<file path="config.mk">
export PLATFORM = sky130hd
export DESIGN_NAME = centroid_update
export DESIGN_NICKNAME = d
export VERILOG_FILES = /design/src/rtl/km_pkg.sv /design/src/rtl/centroid_update_serial_divider.sv /design/src/rtl/centroid_update.sv
export SDC_FILE = /design/constraint.sdc
export NUM_CORES = 2
export LEC_CHECK = 0
export CELL_PAD_IN_SITES_DETAIL_PLACEMENT = 0
export CELL_PAD_IN_SITES_GLOBAL_PLACEMENT = 1
export CORE_ASPECT_RATIO = 2
export CORE_MARGIN = 1
export CORE_UTILIZATION = 25
export CTS_CLUSTER_SIZE = 16
export DETAILED_ROUTE_END_ITERATION = 6
export PLACE_DENSITY = 0.55
export SLEW_MARGIN = 20
export SYNTH_ARGS = -nofsm -noshare
export SYNTH_HDL_FRONTEND = slang
export SYNTH_SLANG_ARGS = --single-unit
</file>
<file path="constraint.sdc">
create_clock -name clk -period 21.3 [get_ports clk]
set_input_delay 4.26 -clock clk [delete_from_list [all_inputs] [get_ports clk]]
set_output_delay 4.26 -clock clk [all_outputs]
set_load 0.01 [all_outputs]
</file>
<file path="src/rtl/km_pkg.sv">
// Shared widths, FSM encoding and lane pack/unpack helpers for the k-means centroid update.
package km_pkg;

    localparam int CENTROID_NUM     = 8;
    localparam int CORDINATE_WIDTH  = 13;
    localparam int NUM_CORDS        = 7;
    localparam int DATA_WIDTH       = NUM_CORDS * CORDINATE_WIDTH;
    localparam int ACCUM_CORD_WIDTH = 22;
    localparam int ACCUM_WIDTH      = NUM_CORDS * ACCUM_CORD_WIDTH;
    localparam int COUNT_WIDTH      = 10;
    localparam int IDX_WIDTH        = $clog2(CENTROID_NUM);

    typedef enum logic [2:0] {
        IDLE = 3'd0,
        RD   = 3'd1,
        LOAD = 3'd2,
        DIV  = 3'd3,
        WR   = 3'd4,
        DONE = 3'd5
    } state_e;

    typedef logic [CORDINATE_WIDTH-1:0]  cord_t;
    typedef logic [ACCUM_CORD_WIDTH-1:0] accum_cord_t;

    function automatic accum_cord_t get_sum_lane(input logic [ACCUM_WIDTH-1:0] sums, input int k);
        return sums[k*ACCUM_CORD_WIDTH +: ACCUM_CORD_WIDTH];
    endfunction

    function automatic logic [DATA_WIDTH-1:0] set_cord_lane(input logic [DATA_WIDTH-1:0] point,
                                                            input int k, input cord_t cord);
        logic [DATA_WIDTH-1:0] res;
        res = point;
        res[k*CORDINATE_WIDTH +: CORDINATE_WIDTH] = cord;
        return res;
    endfunction

    // Quotients wider than a coordinate clamp to the largest coordinate.
    function automatic cord_t saturate(input accum_cord_t q);
        return (|q[ACCUM_CORD_WIDTH-1:CORDINATE_WIDTH]) ? {CORDINATE_WIDTH{1'b1}}
                                                          : q[CORDINATE_WIDTH-1:0];
    endfunction

endpackage

</file>
<file path="src/rtl/centroid_update_serial_divider.sv">
// Restoring serial divider: the load cycle computes the first quotient bit, 21 more follow,
// so the quotient is final 22 cycles after load with q_valid pulsing for one cycle.
module serial_divider
    import km_pkg::*;
(
    input  logic                        clk,
    input  logic                        rst,
    input  logic                        load,
    input  logic [ACCUM_CORD_WIDTH-1:0] dividend,
    input  logic [COUNT_WIDTH-1:0]      divisor,
    output logic                        busy,
    output logic                        q_valid,
    output logic [ACCUM_CORD_WIDTH-1:0] quotient
);

    localparam logic [4:0] STEPS_AFTER_LOAD = 5'd21;

    logic [COUNT_WIDTH-1:0]      rem_q, rem_d, dsr_q, dsr_d;
    logic [ACCUM_CORD_WIDTH-1:0] quo_q, quo_d;
    logic [4:0]                  cnt_q, cnt_d;
    logic                        busy_q, busy_d, valid_q, valid_d;

    logic [COUNT_WIDTH-1:0]      rem_in_s, dsr_in_s, diff_s, rem_step_s;
    logic [ACCUM_CORD_WIDTH-1:0] quo_in_s, quo_step_s;
    logic [COUNT_WIDTH:0]        trial_s;
    logic                        borrow_s;

    // One restoring step: shift in the next dividend bit and subtract when it fits.
    always_comb begin
        rem_in_s = load ? {COUNT_WIDTH{1'b0}} : rem_q;
        quo_in_s = load ? dividend : quo_q;
        dsr_in_s = load ? divisor : dsr_q;
        trial_s  = {rem_in_s, quo_in_s[ACCUM_CORD_WIDTH-1]};
        {borrow_s, diff_s} = trial_s - {1'b0, dsr_in_s};
        if (borrow_s) begin
            rem_step_s = trial_s[COUNT_WIDTH-1:0];
            quo_step_s = {quo_in_s[ACCUM_CORD_WIDTH-2:0], 1'b0};
        end else begin
            rem_step_s = diff_s;
            quo_step_s = {quo_in_s[ACCUM_CORD_WIDTH-2:0], 1'b1};
        end
    end

    // Sequencing of the 22 steps.
    always_comb begin
        rem_d   = rem_q;
        quo_d   = quo_q;
        dsr_d   = dsr_q;
        cnt_d   = cnt_q;
        busy_d  = busy_q;
        valid_d = 1'b0;
        if (load) begin
            rem_d  = rem_step_s;
            quo_d  = quo_step_s;
            dsr_d  = divisor;
            cnt_d  = STEPS_AFTER_LOAD;
            busy_d = 1'b1;
        end else if (busy_q) begin
            rem_d   = rem_step_s;
            quo_d   = quo_step_s;
            cnt_d   = cnt_q - 5'd1;
            busy_d  = (cnt_q != 5'd1);
            valid_d = (cnt_q == 5'd1);
        end else begin
            busy_d = 1'b0;
        end
    end

    // State registers.
    always_ff @(posedge clk or posedge rst) begin
        if (rst) begin
            rem_q   <= '0;
            quo_q   <= '0;
            dsr_q   <= '0;
            cnt_q   <= '0;
            busy_q  <= 1'b0;
            valid_q <= 1'b0;
        end else begin
            rem_q   <= rem_d;
            quo_q   <= quo_d;
            dsr_q   <= dsr_d;
            cnt_q   <= cnt_d;
            busy_q  <= busy_d;
            valid_q <= valid_d;
        end
    end

    assign busy     = busy_q;
    assign q_valid  = valid_q;
    assign quotient = quo_q;

endmodule

</file>
<file path="src/rtl/centroid_update.sv">
// End-of-iteration k-means centroid update: new centroid = saturated floor(sum/count) per lane,
// written back for every centroid, with a sticky flag telling whether any centroid moved.
module centroid_update
    import km_pkg::*;
(
    input  logic                   clk,
    input  logic                   rst,
    input  logic                   start,
    output logic                   busy,
    output logic                   done,
    output logic                   changed,
    output logic                   accum_rd_en,
    output logic [IDX_WIDTH-1:0]   accum_rd_addr,
    input  logic [ACCUM_WIDTH-1:0] accum_sum_in,
    input  logic [COUNT_WIDTH-1:0] accum_cnt_in,
    input  logic [DATA_WIDTH-1:0]  old_centroid_in,
    output logic                   cent_wr_en,
    output logic [IDX_WIDTH-1:0]   cent_wr_addr,
    output logic [DATA_WIDTH-1:0]  cent_wr_data
);

    localparam logic [IDX_WIDTH-1:0] IDX_LAST = IDX_WIDTH'(CENTROID_NUM - 1);

    state_e                 state_q, state_d;
    logic [IDX_WIDTH-1:0]   idx_q, idx_d, rd_addr_q, rd_addr_d, wr_addr_q, wr_addr_d;
    logic [DATA_WIDTH-1:0]  old_q, old_d, wr_data_q, wr_data_d, new_data_s;
    logic                   cnt_zero_q, cnt_zero_d, changed_q, changed_d;
    logic                   busy_q, busy_d, done_q, done_d, rd_en_q, rd_en_d, wr_en_q, wr_en_d;

    logic                        div_load_s, div_finished_s;
    logic [NUM_CORDS-1:0]        div_busy_s, div_valid_s;
    logic [ACCUM_CORD_WIDTH-1:0] div_quo_s [NUM_CORDS];

    assign div_load_s     = (state_q == LOAD);
    assign div_finished_s = (&div_valid_s) & ~(|div_busy_s);

    for (genvar g = 0; g < NUM_CORDS; g++) begin : g_lane
        serial_divider u_div (
            .clk      (clk),
            .rst      (rst),
            .load     (div_load_s),
            .dividend (get_sum_lane(accum_sum_in, g)),
            .divisor  (accum_cnt_in),
            .busy     (div_busy_s[g]),
            .q_valid  (div_valid_s[g]),
            .quotient (div_quo_s[g])
        );
    end

    // Repack the lane quotients into a centroid word.
    always_comb begin
        new_data_s = {DATA_WIDTH{1'b0}};
        for (int k = 0; k < NUM_CORDS; k++) begin
            new_data_s = set_cord_lane(new_data_s, k, saturate(div_quo_s[k]));
        end
    end

    // FSM next state and next values of all registered outputs.
    always_comb begin
        state_d    = state_q;
        idx_d      = idx_q;
        old_d      = old_q;
        cnt_zero_d = cnt_zero_q;
        changed_d  = changed_q;
        wr_en_d    = 1'b0;
        wr_addr_d  = wr_addr_q;
        wr_data_d  = wr_data_q;
        case (state_q)
            IDLE: begin
                if (start) begin
                    state_d   = RD;
                    idx_d     = {IDX_WIDTH{1'b0}};
                    changed_d = 1'b0;
                end else begin
                    state_d = IDLE;
                end
            end
            RD:   state_d = LOAD;
            LOAD: begin
                old_d      = old_centroid_in;
                cnt_zero_d = (accum_cnt_in == {COUNT_WIDTH{1'b0}});
                state_d    = DIV;
            end
            DIV: begin
                if (div_finished_s) begin
                    state_d   = WR;
                    wr_en_d   = 1'b1;
                    wr_addr_d = idx_q;
                    wr_data_d = cnt_zero_q ? old_q : new_data_s;
                    changed_d = changed_q | (wr_data_d != old_q);
                end else begin
                    state_d = DIV;
                end
            end
            WR: begin
                if (idx_q == IDX_LAST) begin
                    state_d = DONE;
                end else begin
                    state_d = RD;
                    idx_d   = idx_q + {{(IDX_WIDTH-1){1'b0}}, 1'b1};
                end
            end
            DONE:    state_d = IDLE;
            default: state_d = IDLE;
        endcase
        rd_en_d   = (state_d == RD);
        rd_addr_d = (state_d == RD) ? idx_d : rd_addr_q;
        busy_d    = (state_d == RD) || (state_d == LOAD) || (state_d == DIV) || (state_d == WR);
        done_d    = (state_d == DONE);
    end

    // State and output registers.
    always_ff @(posedge clk or posedge rst) begin
        if (rst) begin
            state_q    <= IDLE;
            idx_q      <= '0;
            old_q      <= '0;
            cnt_zero_q <= 1'b0;
            changed_q  <= 1'b0;
            busy_q     <= 1'b0;
            done_q     <= 1'b0;
            rd_en_q    <= 1'b0;
            rd_addr_q  <= '0;
            wr_en_q    <= 1'b0;
            wr_addr_q  <= '0;
            wr_data_q  <= '0;
        end else begin
            state_q    <= state_d;
            idx_q      <= idx_d;
            old_q      <= old_d;
            cnt_zero_q <= cnt_zero_d;
            changed_q  <= changed_d;
            busy_q     <= busy_d;
            done_q     <= done_d;
            rd_en_q    <= rd_en_d;
            rd_addr_q  <= rd_addr_d;
            wr_en_q    <= wr_en_d;
            wr_addr_q  <= wr_addr_d;
            wr_data_q  <= wr_data_d;
        end
    end

    assign busy          = busy_q;
    assign done          = done_q;
    assign changed       = changed_q;
    assign accum_rd_en   = rd_en_q;
    assign accum_rd_addr = rd_addr_q;
    assign cent_wr_en    = wr_en_q;
    assign cent_wr_addr  = wr_addr_q;
    assign cent_wr_data  = wr_data_q;

endmodule

</file>
==> out/qor.txt <==
DRC Markers = 0
CTS tree = done
Critical Path Start Type = primary input
initial antenna violation count = 5
fin crit share = 0.369
via count = 23900
max-cap violation count = 0
Hold Vio Cnt, Final = 0
setup_tns = 0 ns
WP buf/inv = 6
Psw = 1.61 mW
Starting Density = 0.252
RSZ-0062 raised after global routing = false
Mapped Avg Cell Area = 9.20 µm²
# hold bufs at CTS = 0
clk slew on worst S/H paths = 0.06 ns
combinational share of power = 0.382
Longest Clk Path Bufs = 3
Worst Max-Slew Pin Slew = 1.19 ns
Sequential Power Share = 0.367
Avg Vias per Cell = 4.82
CTS Sinks = 543
Net Sw Frac = 0.384
RD Place Congestion = 0.865
core box area = 114000 µm²
outcome = finished clean
Top delay family on crit path = buffers and inverters
hold_ws = 0.475 ns
die width = 242 µm
Worst Path Required = 21.95 ns
placed cells = 4843
CP Capture Type = asynchronous set/reset pin
endpoints failing setup = 0
LEAKAGE = 15.6 nW
DRT iter0 DRCs = 1238
Non-Filler Instances = 4950
GRT Resource Usage Total = 0.192
share of cells above drive strength 1 = 0.0552
global-route wire length before repair = 167000 µm
worst path cell trace = clkdlybuf4s50_1, inv_8, buf_4, buf_12, buf_4, buf_4
num rows = 175
NumNets Final = 3747
cells after synthesis = 3121
FMAX = 127 MHz
crit-path max cell delay = 0.85 ns
Worst slew margin = 0.206
WL/cell = 22.8 µm
root cell of the clock tree = clkbuf_16
CP Class = in -> async
remaining global-route overflow = 0
area delta synth->final = 24.5%
largest net degree at the start of global routing = 194
Sequential Area = 13600 µm²
Async S/R FF share, synth = 1.00
sequential-to-total area share from yosys stat = 0.473
CTS Buf Count = 56
crit-path max FO = 137
wirelength, routed = 113000 µm
Hold WC Path Type = reg -> reg
Filler cells = 12200
Detail Placement HPWL = 83300 µm
post-CTS setup buffers = 0
Max IR drop VDD = 78.9 µV
synthesis-stage register bit count = 543
Die Span Y = 481 µm
Synth Warn # = 0
Post-synth EDFFs = 0
# IOs = 360
commonest register cell after synthesis = dfrtp_1
fin area = 35800 µm²
total nets after synthesis = 3471
latest clock arrival within the worst-skew pair = 0.66 ns
total area of multi-input combinational cells = 13800 µm²
Final min period = 7.86 ns
Die Area = 116000 µm²
Cell Area, Synth = 28700 µm²
detailed-router iteration count before antenna repair = 6
PostCTS Resize Cnt = 0
Clock Power Share = 0.251
Unique masters post-synth = 71
max-slew violation count = 0
Worst path most repeated cell = buf_4
Port Buffer Count = 359
placed cell area = 33800 µm²
H-tree levels = 2
Crit-path slowest cell = buf_4
Fin Clk Skew = 0.0349 ns
Final ANT Viol Nets = 0
Cell Pwr Density = 117 nW/µm²
cell internal pwr = 2.58 mW
CP arrival = 8.51 ns
vias in the first global route = 24900
[layout by cell type (no fill, tap or decap), drive strengths merged, types with 15 or more instances in the layout]
master,netlist,layout
nand2,490,490
nor3,43,43
nor2,292,292
inv,178,180
clkdlybuf4s50,0,359
or3,20,20
o221ai,15,15
o211ai,19,19
a21o,18,18
nor2b,37,37
and2,62,62
mux2i,206,206
and3,18,18
mux2,20,20
dfrtp,543,543
xnor2,68,68
a21oi,231,231
a41oi,42,42
buf,37,37
clkbuf,141,84
ha,85,85
o21ai,212,212
a22oi,20,20
o22ai,93,93
nor4,43,43
[final cells by class]
class / instances / share of cell area
clock inverter: 18 / 0.00598
clock buffer: 84 / 0.0469
antenna: 5 / 0.000350
sequential: 543 / 0.380
inverter: 178 / 0.0189
multi-input combinational: 2222 / 0.386
tap: 1504 / 0.0526
timing repair buffer: 396 / 0.109
[final timing paths]
path | cells after the start | from | slack, ns | to
setup / recovery | 6 | rst | 13.44 | g_lane[5].u_div.quotient[17]$_DFFE_PP0P_
min in group asynchronous | 2 | rst | 4.13 | accum_rd_addr[0]$_DFFE_PP0P_
max in group clk | 12 | accum_cnt_in[0] | 14.04 | g_lane[5].u_div.rem_q[1]$_DFFE_PP0P_
hold / removal | 1 | g_lane[5].u_div.dsr_q[7]$_DFF_PP0_ | 0.47 | g_lane[5].u_div.dsr_q[7]$_DFF_PP0_
hold reg to reg | 1 | g_lane[5].u_div.dsr_q[7]$_DFF_PP0_ | 0.47 | g_lane[5].u_div.dsr_q[7]$_DFF_PP0_
setup reg to reg | 14 | state_q[2]$_DFF_PP0_ | 15.85 | g_lane[5].u_div.rem_q[1]$_DFFE_PP0P_
[kinds of logic (layout without fill, tap and decap cells)]
family                   after synthesis  after routing  synth area share
AND/OR/NAND/NOR                     1065           1065             0.171
AO/OA/AOI/OAI                        758            758             0.162
flip-flops                           543            543             0.473
buffers and inverters                356            676            0.0481
multiplexers                         226            226            0.0796
adder cells (fa/ha/maj)               92             92            0.0419
XOR/XNOR                              81             81            0.0247
other                                  0              5                 0
[synthesized netlist by cell type, types with 9 or more instances]
cell	instances	share of area
a211oi_1	9	0.0024
a21o_1	18	0.0047
a21oi_1	231	0.040
a22oi_1	20	0.0052
a41oi_1	42	0.013
and2_1	62	0.014
and3_1	18	0.0039
buf_1	22	0.0029
clkbuf_1	141	0.018
dfrtp_1	543	0.47
ha_1	85	0.037
inv_1	178	0.023
mux2_1	11	0.0043
mux2_2	9	0.0035
mux2i_1	206	0.072
nand2_1	485	0.063
nand2b_1	10	0.0022
nand4_1	9	0.0020
nor2_1	291	0.038
nor2b_1	37	0.0081
nor3_1	43	0.0075
nor3b_1	13	0.0034
nor4_1	31	0.0068
nor4_4	10	0.0074
o2111ai_1	10	0.0030
o211ai_1	17	0.0044
o21a_1	14	0.0037
o21ai_0	143	0.025
o21ai_1	69	0.012
o221ai_1	15	0.0046
o22ai_1	93	0.020
or3_1	20	0.0044
xnor2_1	68	0.021
xor2_1	13	0.0040
[sequential cells by signal, summed over array words and instances, names as in the netlist]
signal,flops
busy,1
cent_wr_en,1
idx_q,3
state_q,3
g_lane.u_div.cnt_q,35
accum_rd_addr,3
g_lane.u_div.quotient,154
accum_rd_en,1
g_lane.u_div.q_valid,7
old_q,91
done,1
g_lane.u_div.busy,7
cnt_zero_q,1
cent_wr_addr,3
cent_wr_data,91
g_lane.u_div.dsr_q,70
g_lane.u_div.rem_q,70
changed,1
[worst register-to-register path: stages, from the launching register on]
cell,delay [ns]
dfrtp_1,0.32
buf_4,0.22
or3b_4,0.64
buf_4,0.69
buf_4,0.72
mux2i_1,0.38
ha_1,0.26
fa_1,0.25
nor2b_1,0.06
o21ai_0,0.21
a21oi_1,0.15
o21a_1,0.25
o211ai_2,0.72
mux2_1,0.39
o21ai_1,0.12
[power groups by stage]
stage	sequential [mW]	clock, mW	combinational, mW
2_1_floorplan	1.46	0	1.12
3_3_place_gp	1.56	0	1.61
3_5_place_dp	1.56	0	1.62
4_1_cts	1.54	1.08	1.63
5_1_grt	1.57	1.12	1.78
6_report	1.54	1.05	1.60
[metrics by stage]
| stage | power [mW] | setup slack [ns] | util |
|---|---|---|---|
| finish | 4.19 | 13.44 | 0.314 |
| global route | 4.47 | 12.70 | 0.314 |
| global placement | 3.17 | 12.32 | 0.297 |
| CTS | 4.25 | 13.02 | 0.314 |
| detailed placement | 3.18 | 12.31 | 0.297 |
| floorplan | 2.58 | 1.86 | - |
[routing by layer]
metal / wire length (µm) / GRT usage / up-vias
li1: - / - / 11400
met1: 45200 / 0.224 / 11700
met2: 58100 / 0.350 / 595
met3: 4670 / 0.0264 / 154
met4: 4870 / 0.0813 / 6
met5: 36 / 0 / -
No activity file was read; power rests on OpenSTA's default activity.
